==> src/rtl/keypad_scan.sv <==
// 4x4 matrix keypad scanner: one-cold row drive, synchronised columns, tick-based debounce.
// Optional auto-repeat while held is enabled by defining KEYPAD_REPEAT_EN.
module keypad_scan #(
  parameter int SCAN_DIV   = 6250,
  parameter int DEB_TICKS  = 4,
  parameter int REPEAT_DLY = 200,
  parameter int REPEAT_PER = 50
) (
  input  logic       clk,
  input  logic       rst,
  input  logic [3:0] col,
  output logic [3:0] row,
  output logic [3:0] key_code,
  output logic       key_valid,
  output logic       key_down
);

  localparam int DIV_W = (SCAN_DIV > 1) ? $clog2(SCAN_DIV) : 1;
  localparam int DEB_W = $clog2(DEB_TICKS + 1);
`ifdef KEYPAD_REPEAT_EN
  localparam int REP_MAX = (REPEAT_DLY > REPEAT_PER) ? REPEAT_DLY : REPEAT_PER;
  localparam int REP_W   = $clog2(REP_MAX + 1);
`endif

  typedef enum logic [1:0] {SCAN, DEBOUNCE, HELD, RELEASE} state_t;

  logic [3:0]       col_meta_reg;
  logic [3:0]       col_sync_reg;
  logic [DIV_W-1:0] div_cnt_reg;
  logic             tick;
  state_t           state_reg;
  logic [3:0]       row_reg;
  logic [1:0]       row_idx_reg;
  logic [1:0]       col_idx_reg;
  logic [3:0]       pat_reg;
  logic [DEB_W-1:0] deb_cnt_reg;
  logic [3:0]       key_code_reg;
  logic             key_valid_reg;
  logic             key_down_reg;
  logic             single_low;
  logic [1:0]       low_idx;
`ifdef KEYPAD_REPEAT_EN
  logic [REP_W-1:0] rep_cnt_reg;
  logic             rep_first_reg;
`endif

  // Two-flop synchroniser per column; idle level is high (pull-ups).
  genvar gi;
  generate
    for (gi = 0; gi < 4; gi++) begin : g_sync
      always_ff @(posedge clk or posedge rst) begin
        if (rst) begin
          col_meta_reg[gi] <= 1'b1;
          col_sync_reg[gi] <= 1'b1;
        end else begin
          col_meta_reg[gi] <= col[gi];
          col_sync_reg[gi] <= col_meta_reg[gi];
        end
      end
    end
  endgenerate

  always_ff @(posedge clk or posedge rst) begin
    if (rst)
      div_cnt_reg <= '0;
    else if (div_cnt_reg == DIV_W'(SCAN_DIV - 1))
      div_cnt_reg <= '0;
    else
      div_cnt_reg <= div_cnt_reg + DIV_W'(1);
  end

  assign tick = (div_cnt_reg == DIV_W'(SCAN_DIV - 1));

  always_comb begin
    single_low = 1'b0;
    low_idx    = 2'd0;
    case (col_sync_reg)
      4'b1110: begin single_low = 1'b1; low_idx = 2'd0; end
      4'b1101: begin single_low = 1'b1; low_idx = 2'd1; end
      4'b1011: begin single_low = 1'b1; low_idx = 2'd2; end
      4'b0111: begin single_low = 1'b1; low_idx = 2'd3; end
      default: begin single_low = 1'b0; low_idx = 2'd0; end
    endcase
  end

  // Row stays frozen outside SCAN, so row_idx_reg doubles as the captured row.
  always_ff @(posedge clk or posedge rst) begin
    if (rst) begin
      state_reg     <= SCAN;
      row_reg       <= 4'b1110;
      row_idx_reg   <= 2'd0;
      col_idx_reg   <= 2'd0;
      pat_reg       <= 4'hF;
      deb_cnt_reg   <= '0;
      key_code_reg  <= 4'd0;
      key_valid_reg <= 1'b0;
      key_down_reg  <= 1'b0;
`ifdef KEYPAD_REPEAT_EN
      rep_cnt_reg   <= '0;
      rep_first_reg <= 1'b0;
`endif
    end else begin
      key_valid_reg <= 1'b0;
      if (tick) begin
        case (state_reg)
          SCAN: begin
            if (single_low) begin
              pat_reg     <= col_sync_reg;
              col_idx_reg <= low_idx;
              deb_cnt_reg <= DEB_W'(1);
              state_reg   <= DEBOUNCE;
            end else begin
              row_reg     <= {row_reg[2:0], row_reg[3]};
              row_idx_reg <= row_idx_reg + 2'd1;
            end
          end
          DEBOUNCE: begin
            if (col_sync_reg == pat_reg) begin
              if (deb_cnt_reg == DEB_W'(DEB_TICKS - 1)) begin
                state_reg     <= HELD;
                key_valid_reg <= 1'b1;
                key_code_reg  <= {row_idx_reg, col_idx_reg};
                key_down_reg  <= 1'b1;
`ifdef KEYPAD_REPEAT_EN
                rep_cnt_reg   <= '0;
                rep_first_reg <= 1'b1;
`endif
              end else begin
                deb_cnt_reg <= deb_cnt_reg + DEB_W'(1);
              end
            end else begin
              state_reg   <= SCAN;
              row_reg     <= {row_reg[2:0], row_reg[3]};
              row_idx_reg <= row_idx_reg + 2'd1;
            end
          end
          HELD: begin
            if (col_sync_reg == 4'hF) begin
              state_reg   <= RELEASE;
              deb_cnt_reg <= DEB_W'(1);
            end else begin
`ifdef KEYPAD_REPEAT_EN
              // Repeat count only advances on held ticks and survives release glitches.
              if (rep_cnt_reg == (rep_first_reg ? REP_W'(REPEAT_DLY - 1) : REP_W'(REPEAT_PER - 1))) begin
                key_valid_reg <= 1'b1;
                rep_cnt_reg   <= '0;
                rep_first_reg <= 1'b0;
              end else begin
                rep_cnt_reg <= rep_cnt_reg + REP_W'(1);
              end
`endif
            end
          end
          RELEASE: begin
            if (col_sync_reg == 4'hF) begin
              if (deb_cnt_reg == DEB_W'(DEB_TICKS - 1)) begin
                key_down_reg <= 1'b0;
                state_reg    <= SCAN;
                row_reg      <= {row_reg[2:0], row_reg[3]};
                row_idx_reg  <= row_idx_reg + 2'd1;
              end else begin
                deb_cnt_reg <= deb_cnt_reg + DEB_W'(1);
              end
            end else begin
              state_reg <= HELD;
            end
          end
          default: state_reg <= SCAN;
        endcase
      end
    end
  end

  assign row       = row_reg;
  assign key_code  = key_code_reg;
  assign key_valid = key_valid_reg;
  assign key_down  = key_down_reg;

endmodule
==> config.mk <==
export PLATFORM = sky130hd
export DESIGN_NAME = keypad_scan
export DESIGN_NICKNAME = d
export VERILOG_FILES = /design/src/rtl/keypad_scan.sv
export SDC_FILE = /design/constraint.sdc
export NUM_CORES = 1
export LEC_CHECK = 0
export ABC_AREA = 0
export ABC_CLOCK_PERIOD_IN_PS = 2250
export BUFFER_PORTS_ARGS = -buffer_cell sky130_fd_sc_hd__buf_2
export CAP_MARGIN = 20
export CORE_AREA = 3 3 56 79
export DETAILED_ROUTE_END_ITERATION = 6
export DIE_AREA = 0 0 59 82
export GPL_TIMING_DRIVEN = 0
export PLACE_DENSITY = 0.72
export SLEW_MARGIN = 20
export SYNTH_ARGS = -nofsm -noshare
export SYNTH_HDL_FRONTEND = slang
export SYNTH_SLANG_ARGS = --single-unit
export TNS_END_PERCENT = 100
==> constraint.sdc <==
create_clock -name clk -period 2.25 [get_ports clk]
set_input_delay 0.225 -clock clk [delete_from_list [all_inputs] [get_ports clk]]
set_output_delay 0.225 -clock clk [all_outputs]
set_load 0.02 [all_outputs]
Word-level counts from Yosys, hierarchy flattened

Index checks and enable logic that the tools add are counted.

$add $sub $neg: 3
Mux-type cells: 35
Equal/unequal tests: 21
Reduce and logical (&&, ||, !) cells: 10

Operator list:

| operator                                                               | number |
|---|---|
| 2-bit 2-to-1 mux                                                       | 10 |
| 4-bit equality test (second input constant)                            | 4 |
| 4-bit 2-to-1 mux                                                       | 4 |
| 2-bit inequality test (second input constant)                          | 8 |
| 3-bit 2-to-1 mux                                                       | 5 |
| 13-bit by 1-bit adder with 13-bit output (second input constant)       | 1 |
| 13-bit equality test (second input constant)                           | 1 |
| 13-bit 2-to-1 mux                                                      | 1 |
| 2-bit one-hot mux with 3 select lines                                  | 2 |
| 3-bit one-hot mux with 4 select lines                                  | 1 |
| 4-bit one-hot mux with 3 select lines                                  | 1 |
| 6-bit AND reduction                                                    | 2 |
| 5-bit AND reduction                                                    | 2 |
| 1-bit 2-to-1 mux                                                       | 9 |
| 2-bit one-hot mux with 4 select lines                                  | 1 |
| 3-bit inequality test (second input constant)                          | 2 |
| 2-bit equality test (second input constant)                            | 2 |
| 4-bit by 3-bit equality test with 1-bit output (second input constant) | 1 |
| 4-bit equality test                                                    | 1 |
| 4-bit AND reduction                                                    | 1 |
| 4-bit OR reduction                                                     | 1 |
| 3-bit by 1-bit adder with 3-bit output (second input constant)         | 1 |
| 3-bit by 2-bit equality test with 1-bit output (second input constant) | 1 |
| 3-bit AND reduction                                                    | 1 |
| 6 further kinds                                                        | 6 |

Input port bits: 6
Flip-flop bits (word level): 44
Output and inout port bits: 10
Logic and storage cells: 87

Depth between registers and ports, before layout

Gate-level depths: netlist (run 1).

Word-level depth: 5
Mapped depth: 8

Least setup slack after synthesis (run 1)

No wires, ideal clock.

Path kind: register to register
Start: register col_sync_reg[1]
End: register key_code_reg[0] (netlist: key_code[0])
Cell stages (with the launch flop): 8
Buffers on the path: 2
Required time: 2.125 ns
Slack: 0.354 ns
Clock period less this slack: 1.896 ns
Arrival: 1.771 ns
Cells stage by stage: dfstp_2 buf_6 xor2_1 nor4_2 and2b_4 and2_4 buf_8 mux2_4

Word-level cells in the longest chain between the ends: 2

Ends and longest elaborated chain:

| what                                 | line | RTL |
|---|---|---|
| start, declared                      | 28   | `logic [3:0] col_sync_reg;` |
| start signal, assigned by index      | 57   | `col_sync_reg[gi] <= col_meta_reg[gi];` |
| 4-bit equality test                  | 118  | `if (col_sync_reg == pat_reg) begin` |
| 4-bit AND reduction (no source line) | --   |  |
| end signal, assigned                 | 122  | `key_code_reg <= {row_idx_reg, col_idx_reg};` |
| end, declared                        | 37   | `logic [3:0] key_code_reg;` |

No other way between the ends.
A chain may end at the register's enable or synchronous reset.

Worst setup path after layout (run 1)

Start: register col_sync_reg[3]
End: register row_reg[0] (netlist: row[0])

Word-level cells in the longest chain between the ends: 5

Ends and longest elaborated chain:

| what                                                                                         | line | RTL |
|---|---|---|
| 4-bit by 3-bit equality test with 1-bit output / 4-bit equality test (equally long branches) | 77   | `case (col_sync_reg)` |
| 4-bit OR reduction (no source line)                                                          | --   |  |
| 1-bit 2-to-1 mux                                                                             | 77   |  |
| 2-bit inequality test (no source line)                                                       | --   |  |
| 6-bit AND reduction (no source line) *                                                       | --   |  |
| end signal, assigned                                                                         | 113  | `row_reg <= {row_reg[2:0], row_reg[3]};` |
| end signal, assigned                                                                         | 133  | `row_reg <= {row_reg[2:0], row_reg[3]};` |
| end signal, assigned                                                                         | 159  | `row_reg <= {row_reg[2:0], row_reg[3]};` |
| end, declared                                                                                | 32   | `logic [3:0] row_reg;` |

Every way passes the cells marked *; elsewhere a longest branch is shown, timed or not.

==> results of run 1 <==
## layout by cell type, fill, tap and decap left out, types with 2 or more instances in the layout
master / instances
a21oi_1: 2
and2_1: 2
and3_1: 3
and4bb_2: 2
buf_2: 15
buf_4: 3
clkbuf_1: 2
clkbuf_8: 6
dfrtp_1: 29
dfstp_2: 15
dlygate4sd3_1: 3
ha_1: 4
inv_1: 5
mux2_2: 8
mux2_4: 4
nand2_1: 10
nand3_1: 9
nand4_1: 2
nand4b_1: 2
nor2_1: 15
nor2b_1: 2
o21ai_0: 2
xnor2_1: 7
xor2_1: 12
## routing by layer
layer,up-vias,track usage,share of wire
met2,19,0.272,0.54
met5,-,0,0
met3,8,0.0472,0.035
met1,634,0.172,0.40
met4,0,0.0862,0.023
li1,613,-,-
## per-stage QoR
step | total power [uW] | utilization
final | 1380 | 0.607
after global routing | 1430 | 0.607
after CTS | 1390 | 0.602
after detailed placement | 877 | 0.575
after global placement | 870 | 0.570
after floorplan | 859 | -
## final cells by class
class	instances	area (um2)	share of cell area
Buffer	6	52.6	0.0225
Clock buffer	7	86.3	0.0369
Clock inverter	1	7.51	0.00321
Inverter	6	22.5	0.00963
Multi-Input combinational cell	108	871	0.372
Sequential cell	44	1120	0.479
Tap cell	43	53.8	0.0230
Timing Repair Buffer	19	125	0.0535
## final timing paths
kind,cells past startpoint,endpoint,slack [ns],startpoint
worst max-delay path,6,row[0],0.18,col_sync_reg[3]
worst min-delay path,1,col_meta_reg[1],0.02,col[1]
worst max register to register,6,row[0],0.18,col_sync_reg[3]
worst min register to register,0,col_sync_reg[0],0.36,col_meta_reg[0]
max in group asynchronous,4,row[3],1.37,rst
min in group asynchronous,3,div_cnt_reg[0],0.37,rst
## logic make-up after synthesis
family / share of synthesized area
compound gates: 0.0842
simple gates: 0.160
mux: 0.0727
buf+inv: 0.0363
fa+ha+maj: 0.0242
xor+xnor: 0.0806
flops: 0.542
## timing repair
item,4_1_cts,5_1_grt
endpoints found under the setup margin,0,0
hold buffers,1,2
hold endpoints to repair,8,2
## power by group through the flow
stage	registers, uW	clock network, uW	logic [uW]
after floorplan	821	0	38.0
after global placement	822	0	47.8
after detailed placement	822	0	54.0
after CTS	808	527	55.5
after global routing	809	561	62.6
final	808	512	56.7
==> results.sh, run 1 <==
export IMPL_fin_hold_ws_ns=0.0184
export IMPL_path_clk_slew_ns=0.08
export IMPL_intPower_uw=1080
export IMPL_clock_power_share=0.372
export IMPL_vias=1274
export IMPL_vdd_drop_max_mv=0.490
export IMPL_post_cts_buffers=0
export IMPL_clock_skew_ns=0.00635
export IMPL_grt_overflow_total=0
export IMPL_cts_sinks=44
export IMPL_synth_area_leaders="dfrtp_1 35%, dfstp_2 19%, xor2_1 5.1%"
export IMPL_port_buffers=15
export IMPL_fin_crit_sh=0.922
export IMPL_clock_root_buffer="clkbuf_8"
export IMPL_async_reset_ff_frac=1.00
export IMPL_timing_final_ws_setup_ns=0.177
export IMPL_synthesis_area_um2=2070
export IMPL_yosysMostFrequentCell="dfrtp_1"
export IMPL_crit_family="compound AO/OA/AOI/OAI gates"
export IMPL_io_pins=16
export IMPL_status="complete, no violations"
export IMPL_synth_common_cells="29 x dfrtp_1, 15 x dfstp_2, 15 x nor2_1"
export IMPL_yosysWarnings=0
export IMPL_maxSlewViolCount=0
export IMPL_grt_pass1_vias=1312
export IMPL_synthCells=164
export IMPL_antenna_found_initial=0
export IMPL_grt_max_degree=37
export IMPL_synth_top_cell_area_share=0.351
export IMPL_clk_latency_ns=0.30
export IMPL_core_region_area_um2=3850
export IMPL_drtIter0Drc=33
export IMPL_start_util=0.536
export IMPL_slowest_stage="dfstp_2"
export IMPL_sw_frac_of_total=0.217
export IMPL_cp_data_required_time_ns=2.44
export IMPL_power_density_nw_per_um2=589
export IMPL_drive_above_1_share=0.356
export IMPL_end_kind="flop"
export IMPL_dieArea_um2=4840
export IMPL_fillers=327
export IMPL_postRouteAntennaNets=0
export IMPL_critical_path_max_stage_delay_ns=0.53
export IMPL_avgSynthCellArea_um2=12.6
export IMPL_route_detailed_drc=0
export IMPL_dieHeight_um=82
export IMPL_wl_per_cell_um=14.0
export IMPL_crit_arrival_ns=2.26
export IMPL_hold_viol=0
export IMPL_fp_dieW_um=59
export IMPL_relSlewSlack=0.686
export IMPL_n_antenna_cell=0
export IMPL_fin_tns_setup_ns=0
export IMPL_grt_pass1_wl_um=5680
export IMPL_tightest_slew_ns=0.471
export IMPL_synth_edff_count=0
export IMPL_wirelength_um=3280
export IMPL_crit_fanout=7
export IMPL_min_period_ns=2.07
export IMPL_cp_start_kind="flop"
export IMPL_area_growth_pct=13.2
export IMPL_p_sw_uw=299
export IMPL_crit_chain="buf_4 > nand4_1 > o21ai_1 > o311ai_4 > a21oi_4 > mux2_2"
export IMPL_synth_cell_types=45
export IMPL_setup_viol=0
export IMPL_cts_tree="done"
export IMPL_combPwrFrac=0.041
export IMPL_cts_buffer_depth=2
export IMPL_num_rows=27
export IMPL_syn_nets=174
export IMPL_hold_path_class="in -> reg"
export IMPL_synth_largest_area_cell="dfrtp_1"
export IMPL_routabilityCongestion=0.803
export IMPL_ys_flop_type="dfrtp_1"
export IMPL_worstSetupPathType="reg -> reg"
export IMPL_yosysSeqAreaShare=0.542
export IMPL_largest_register_ffs=13
export IMPL_seqPwrFrac=0.587
export IMPL_nets=200
export IMPL_critPathBufInv=1
export IMPL_dp_hpwl_um=2420
export IMPL_dr_pass1_iters=4
export IMPL_cts_resized_gates=0
export IMPL_cts_made_buffers=5
export IMPL_fin_area_um2=2340
export IMPL_track_usage=0.158
export IMPL_instances_no_fill=234
export IMPL_cap_violations=0
export IMPL_timing_fmax_mhz=482
export IMPL_leakagePower_uw=0.00104
export IMPL_placedCellCount=223
export IMPL_post_dp_cell_area_um2=2210
export IMPL_synth_seq_cells=44
export IMPL_rsz0062_at_grt="no"
export IMPL_cts_htree_levels=2
export IMPL_vias_per_cell=5.44
export IMPL_pre_cts_ws_ns=0.171
(Power assumes the default switching activity.)
==> run 2: changes to the inputs <==
ABC_AREA = 1   (was 0)
CELL_PAD_IN_SITES_DETAIL_PLACEMENT = 1   (was not set)
CELL_PAD_IN_SITES_GLOBAL_PLACEMENT = 2   (was not set)
CORE_AREA = 3 3 72 101   (was 3 3 56 79)
DIE_AREA = 0 0 75 104   (was 0 0 59 82)
PLACE_DENSITY = not set   (was 0.72)
PLACE_DENSITY_LB_ADDON = 0.1   (was not set)
==> results.sh, run 2 <==
export IMPL_setup_viol=0
export IMPL_routabilityCongestion=0.807
export IMPL_vias=1793
export IMPL_hold_viol=0
export IMPL_fin_tns_setup_ns=0
export IMPL_cts_tree="done"
export IMPL_avgSynthCellArea_um2=8.05
export IMPL_end_kind="flop"
export IMPL_grt_pass1_vias=1947
export IMPL_yosysSeqAreaShare=0.492
export IMPL_synth_top_cell_area_share=0.319
export IMPL_cts_resized_gates=0
export IMPL_fin_crit_sh=0.817
export IMPL_synth_compound_area_share=0.0604
export IMPL_leakagePower_uw=0.00135
export IMPL_num_rows=35
export IMPL_status="complete, no violations"
export IMPL_rsz0062_at_grt="no"
export IMPL_relSlewSlack=0.661
export IMPL_drtIter0Drc=36
export IMPL_track_usage=0.147
export IMPL_timing_fmax_mhz=544
export IMPL_clock_skew_ns=0.00654
export IMPL_n_antenna_cell=0
export IMPL_synthSimpleGateAreaFrac=0.322
export IMPL_io_pins=16
export IMPL_final_cell_mix="92 x nand2_1, 43 x inv_1, 29 x dfrtp_1"
export IMPL_cap_violations=0
export IMPL_final_common_cell="nand2_1"
export IMPL_cts_sinks=44
export IMPL_grt_pass1_wl_um=8910
export IMPL_synth_xor_area_share=0.0192
export IMPL_synth_common_cells="92 x nand2_1, 44 x inv_1, 29 x dfrtp_1"
export IMPL_vias_per_cell=4.68
export IMPL_yosysWarnings=0
export IMPL_synthCells=283
export IMPL_synth_area_leaders="dfrtp_1 32%, dfstp_2 17%, nand2_1 15%"
export IMPL_nets=318
export IMPL_cts_made_buffers=5
export IMPL_start_util=0.349
export IMPL_clock_root_buffer="clkbuf_8"
export IMPL_power_density_nw_per_um2=564
export IMPL_synthMuxAreaShare=0
export IMPL_path_clk_slew_ns=0.09
export IMPL_route_detailed_drc=0
export IMPL_dp_hpwl_um=3970
export IMPL_dieHeight_um=104
export IMPL_syn_nets=293
export IMPL_cts_buffer_depth=2
export IMPL_dieArea_um2=7800
export IMPL_placedCellCount=373
export IMPL_crit_fanout=9
export IMPL_synth_largest_area_cell="dfrtp_1"
export IMPL_cp_data_required_time_ns=2.43
export IMPL_grt_max_degree=24
export IMPL_fin_area_um2=2600
export IMPL_async_reset_ff_frac=1.00
export IMPL_synth_edff_count=0
export IMPL_synthesis_area_um2=2280
export IMPL_core_region_area_um2=6530
export IMPL_postRouteAntennaNets=0
export IMPL_port_buffers=15
export IMPL_wl_per_cell_um=12.9
export IMPL_wirelength_um=4960
export IMPL_yosysMostFrequentCell="nand2_1"
export IMPL_hold_path_class="in -> reg"
export IMPL_clk_latency_ns=0.29
export IMPL_antenna_found_initial=0
export IMPL_cp_start_kind="flop"
export IMPL_synth_seq_cells=44
export IMPL_drive_above_1_share=0.214
export IMPL_cts_htree_levels=2
export IMPL_synth_top_family_by_area="simple AND/OR/NAND/NOR gates"
export IMPL_vdd_drop_max_mv=0.258
export IMPL_instances_no_fill=383
export IMPL_finalPower_uw=1470
export IMPL_synthAdderAreaFrac=0.0220
export IMPL_maxSlewViolCount=0
export IMPL_fp_dieW_um=75
export IMPL_worstSetupPathType="reg -> reg"
export IMPL_grt_overflow_total=0
export IMPL_post_dp_cell_area_um2=2470
export IMPL_hold_buffers=1
export IMPL_tightest_slew_ns=0.508
export IMPL_min_period_ns=1.84
export IMPL_dr_pass1_iters=4
export IMPL_largest_register_ffs=13
export IMPL_ys_flop_type="dfrtp_1"
export IMPL_crit_arrival_ns=2.01
export IMPL_synth_cell_types=30
export IMPL_post_cts_buffers=0
export IMPL_area_growth_pct=14.3
export IMPL_fillers=801
## run 2: changes by cell type in the layout (fill, tap and decap cells not counted), sizes merged, moves of 4 or more
cell,delta
nand2,+87
buf,-4
o21ai,+13
a21oi,+4
xnor2,-7
xor2,-7
mux2,-12
inv,+42
nor3,+4
nor2,+14
## run 2: power breakdown
part	total, uW	switching (uW)	leakage [uW]	internal, uW
Combinational	53.9	35.5	0.000745	18.3
Sequential	811	6.84	0.000547	804
Clock	603	274	0.0000541	329
## run 2: logic make-up after synthesis
| kind of cell | count (synthesis) |
|---|---|
| AOI/OAI and AO/OA | 25 |
| xor gates and xnor gates | 5 |
| adders and majority gates | 4 |
| buffers and inverters | 50 |
| DFF | 44 |
| and+or+nand+nor | 155 |
## run 2: final timing paths
path,startpoint,endpoint,slack (ns),cells past startpoint
worst min-delay path,col[3],col_meta_reg[3],0.03,1
worst max-delay path,div_cnt_reg[1],col_idx_reg[0],0.41,9
max in group asynchronous,rst,pat_reg[1],1.18,4
min in group asynchronous,rst,div_cnt_reg[0],0.50,3
worst max register to register,div_cnt_reg[1],col_idx_reg[0],0.41,9
worst min register to register,col_meta_reg[1],col_sync_reg[1],0.36,0
## run 2: layout make-up
| class | count | area [um2] | share of cell area |
|---|---|---|---|
| sequential | 44 | 1120 | 0.430 |
| multi-input combinational | 189 | 965 | 0.370 |
| inverter | 49 | 185 | 0.0711 |
| timing repair buffer | 18 | 123 | 0.0471 |
| tap | 74 | 92.6 | 0.0356 |
| clock buffer | 5 | 68.8 | 0.0264 |
| clock inverter | 3 | 42.5 | 0.0163 |
| buffer | 1 | 7.51 | 0.00288 |
## run 2: worst max-delay path, stage by stage (launching register included)
cell and delay [ns]:
dfrtp_1 0.41, inv_1 0.06, ha_1 0.18, nand2_1 0.06
nor2_1 0.30, nand3_4 0.22, nor2_4 0.28, inv_2 0.08
nand2_1 0.08, o21ai_2 0.05
## run 2: stage by stage
stage	hold slack, ns	worst slack, ns	util
2_1_floorplan	0.229	0.713	-
3_3_place_gp	0.330	0.320	0.375
3_5_place_dp	0.287	0.379	0.379
4_1_cts	0.00974	0.363	0.398
5_1_grt	0.00448	0.212	0.399
6_report	0.0273	0.411	0.399
## run 2: layer usage
| layer | share of wire | routed length [um] | global-route usage | vias to the layer above |
|---|---|---|---|---|
| li1 | - | - | - | 917 |
| met2 | 0.56 | 2760 | 0.276 | 15 |
| met3 | 0.016 | 77 | 0.0280 | 9 |
| met5 | 0 | 0 | 0 | - |
| met4 | 0.021 | 102 | 0.0496 | 0 |
| met1 | 0.41 | 2020 | 0.155 | 852 |
==> run 3: changes to the inputs <==
ABC_CLOCK_PERIOD_IN_PS = 1500   (was 2250)
CORE_AREA = 3 3 76 106   (was 3 3 72 101)
DIE_AREA = 0 0 79 109   (was 0 0 75 104)
clock period = 1.5 ns   (was 2.25 ns; I/O delays follow)
==> results.sh, run 3 (synthesis results as in run 2) <==
export IMPL_status="complete, but fails checks"
export IMPL_violations="setup timing"
export IMPL_grt_pass1_wl_um=9580
export IMPL_dp_hpwl_um=3860
export IMPL_seq_area_um2=1130
export IMPL_power_density_nw_per_um2=668
export IMPL_critPathBufInv=2
export IMPL_pre_cts_ws_ns=-0.260
export IMPL_start_util=0.320
export IMPL_maxSlewViolCount=0
export IMPL_worstSetupPathType="reg -> reg"
export IMPL_core_region_area_um2=7120
export IMPL_highest_layer="met4"
export IMPL_crit_chain="inv_2 > nand2_2 > nand2_2 > nor2_4 > nand3_4 > nand2_4 > nand2_2 > o21ai_1 > inv_1"
export IMPL_dr_pass1_iters=4
export IMPL_met2_length_um=2980
export IMPL_vias_per_cell=4.47
export IMPL_final_common_cell="nand2_1"
export IMPL_timing_final_ws_setup_ns=-0.0420
export IMPL_tightest_slew_ns=0.351
export IMPL_setup_viol=17
export IMPL_hold_viol=0
export IMPL_n_antenna_cell=0
export IMPL_min_period_ns=1.54
export IMPL_wl_met1_um=2340
export IMPL_cts_htree_levels=2
export IMPL_io_pins=16
export IMPL_vias=1928
export IMPL_nets=345
export IMPL_crit_arrival_ns=1.73
export IMPL_rsz0062_at_grt="yes"
export IMPL_drtIter0Drc=57
export IMPL_cp_start_kind="flop"
export IMPL_wirelength_um=5540
export IMPL_antenna_found_initial=0
export IMPL_multi_input_area_um2=1290
export IMPL_cts_sinks=44
export IMPL_cp_data_required_time_ns=1.69
export IMPL_cts_tree="done"
export IMPL_finalPower_uw=2130
export IMPL_relSlewSlack=0.766
export IMPL_hold_path_class="in -> async"
export IMPL_cp_common_cell="nand2_2"
export IMPL_largest_register_ffs=13
export IMPL_clk_latency_ns=0.30
export IMPL_grt_overflow_total=0
export IMPL_crit_fanout=4
export IMPL_postRouteAntennaNets=0
export IMPL_grt_max_degree=32
export IMPL_fin_crit_sh=1.03
export IMPL_drive_above_1_share=0.494
export IMPL_cts_made_buffers=5
export IMPL_clock_skew_ns=0.00766
export IMPL_num_rows=36
export IMPL_leakagePower_uw=0.00154
export IMPL_fp_dieW_um=79
export IMPL_port_buffers=15
export IMPL_crit_family="simple AND/OR/NAND/NOR gates"
export IMPL_critical_path_max_stage_delay_ns=0.60
export IMPL_dieHeight_um=109
export IMPL_grt_pass1_vias=2034
export IMPL_slowest_stage="dfstp_2"
export IMPL_cts_buffer_depth=2
export IMPL_timing_fmax_mhz=648
export IMPL_path_clk_slew_ns=0.09
export IMPL_routabilityCongestion=0.695
export IMPL_fin_tns_setup_ns=-0.180
export IMPL_track_usage=0.142
export IMPL_wl_per_cell_um=12.8
export IMPL_area_growth_pct=39.9
export IMPL_cap_violations=0
export IMPL_wl_met3_um=104
export IMPL_vdd_drop_max_mv=0.358
export IMPL_clock_root_buffer="clkbuf_8"
export IMPL_end_kind="flop"
export IMPL_final_cell_mix="64 x nand2_1, 31 x inv_1, 25 x nand2_2"
export IMPL_fillers=860
export IMPL_dieArea_um2=8610
export IMPL_route_detailed_drc=0
export IMPL_fin_hold_ws_ns=0.356
==> run 3: cell count changes in the layout (fill, tap and decap cells not counted), moves of 8 or more <==
| cell | before | now |
|---|---|---|
| nand2_4 | 0 | 8 |
| inv_1 | 43 | 31 |
| buf_6 | 0 | 8 |
| nand2_1 | 92 | 64 |
| nor2_1 | 23 | 8 |
| buf_4 | 1 | 17 |
| inv_2 | 5 | 15 |
| nand2_2 | 5 | 25 |
| nor2_4 | 3 | 15 |
==> run 3: path summary, 6_finish.rpt <==
| kind | to | slack [ns] | depth (start not counted) | startpoint |
|---|---|---|---|---|
| max | key_down | -0.04 | 9 | col_sync_reg[2] |
| max in group asynchronous | col_meta_reg[3] | 0.59 | 4 | rst |
| max reg2reg | key_down | -0.04 | 9 | col_sync_reg[2] |
| min reg2reg | col_sync_reg[2] | 0.36 | 0 | col_meta_reg[2] |
| min in group clk | col_sync_reg[2] | 0.36 | 0 | col_meta_reg[2] |
| min | div_cnt_reg[12] | 0.36 | 3 | rst |
==> run 3: area by class of cell <==
type	count	area share
tap	95	0.0373
buffer	1	0.00236
multi-input combinational	189	0.405
timing repair buffer	45	0.112
clock buffer	7	0.0271
clock inverter	1	0.00236
inverter	49	0.0601
sequential	44	0.354
==> run 3: stage by stage <==
step	utilization	instance area, um2	instances
after global routing	0.448	3190	431
after floorplan	-	2280	283
after detailed placement	0.350	2490	394
final	0.448	3190	431
after CTS	0.411	2920	421
after global placement	0.348	2470	393
==> run 3: worst reg2reg max path: stages, from the launching register on <==
cell,delay [ns]
dfstp_2,0.60
inv_2,0.06
nand2_2,0.06
nand2_2,0.06
nor2_4,0.17
nand3_4,0.15
nand2_4,0.12
nand2_2,0.05
o21ai_1,0.13
inv_1,0.05
==> run 3: power by group <==
group	switching, uW	total [uW]	leakage (uW)	internal (uW)
Combinational	70.3	114	0.000953	44.1
Clock	419	794	0.0000445	375
Sequential	11.8	1220	0.000540	1210
Total	502	2130	0.00154	1630
==> run 3: what timing repair did <==
item / 4_1_cts / 5_1_grt
hold endpoints to repair: 17 / 0
resized for setup: 53 / 68
hold buffers: 5 / 0
endpoints found under the setup margin: 25 / 33
buffers inserted: 14 / 11
pin swaps: 10 / 28
==> run 3: per-layer routing <==
layer / GRT usage / vias to the layer above
met5: 0 / -
met3: 0.0289 / 8
met2: 0.253 / 18
met4: 0.0553 / 0
li1: - / 968
met1: 0.165 / 934
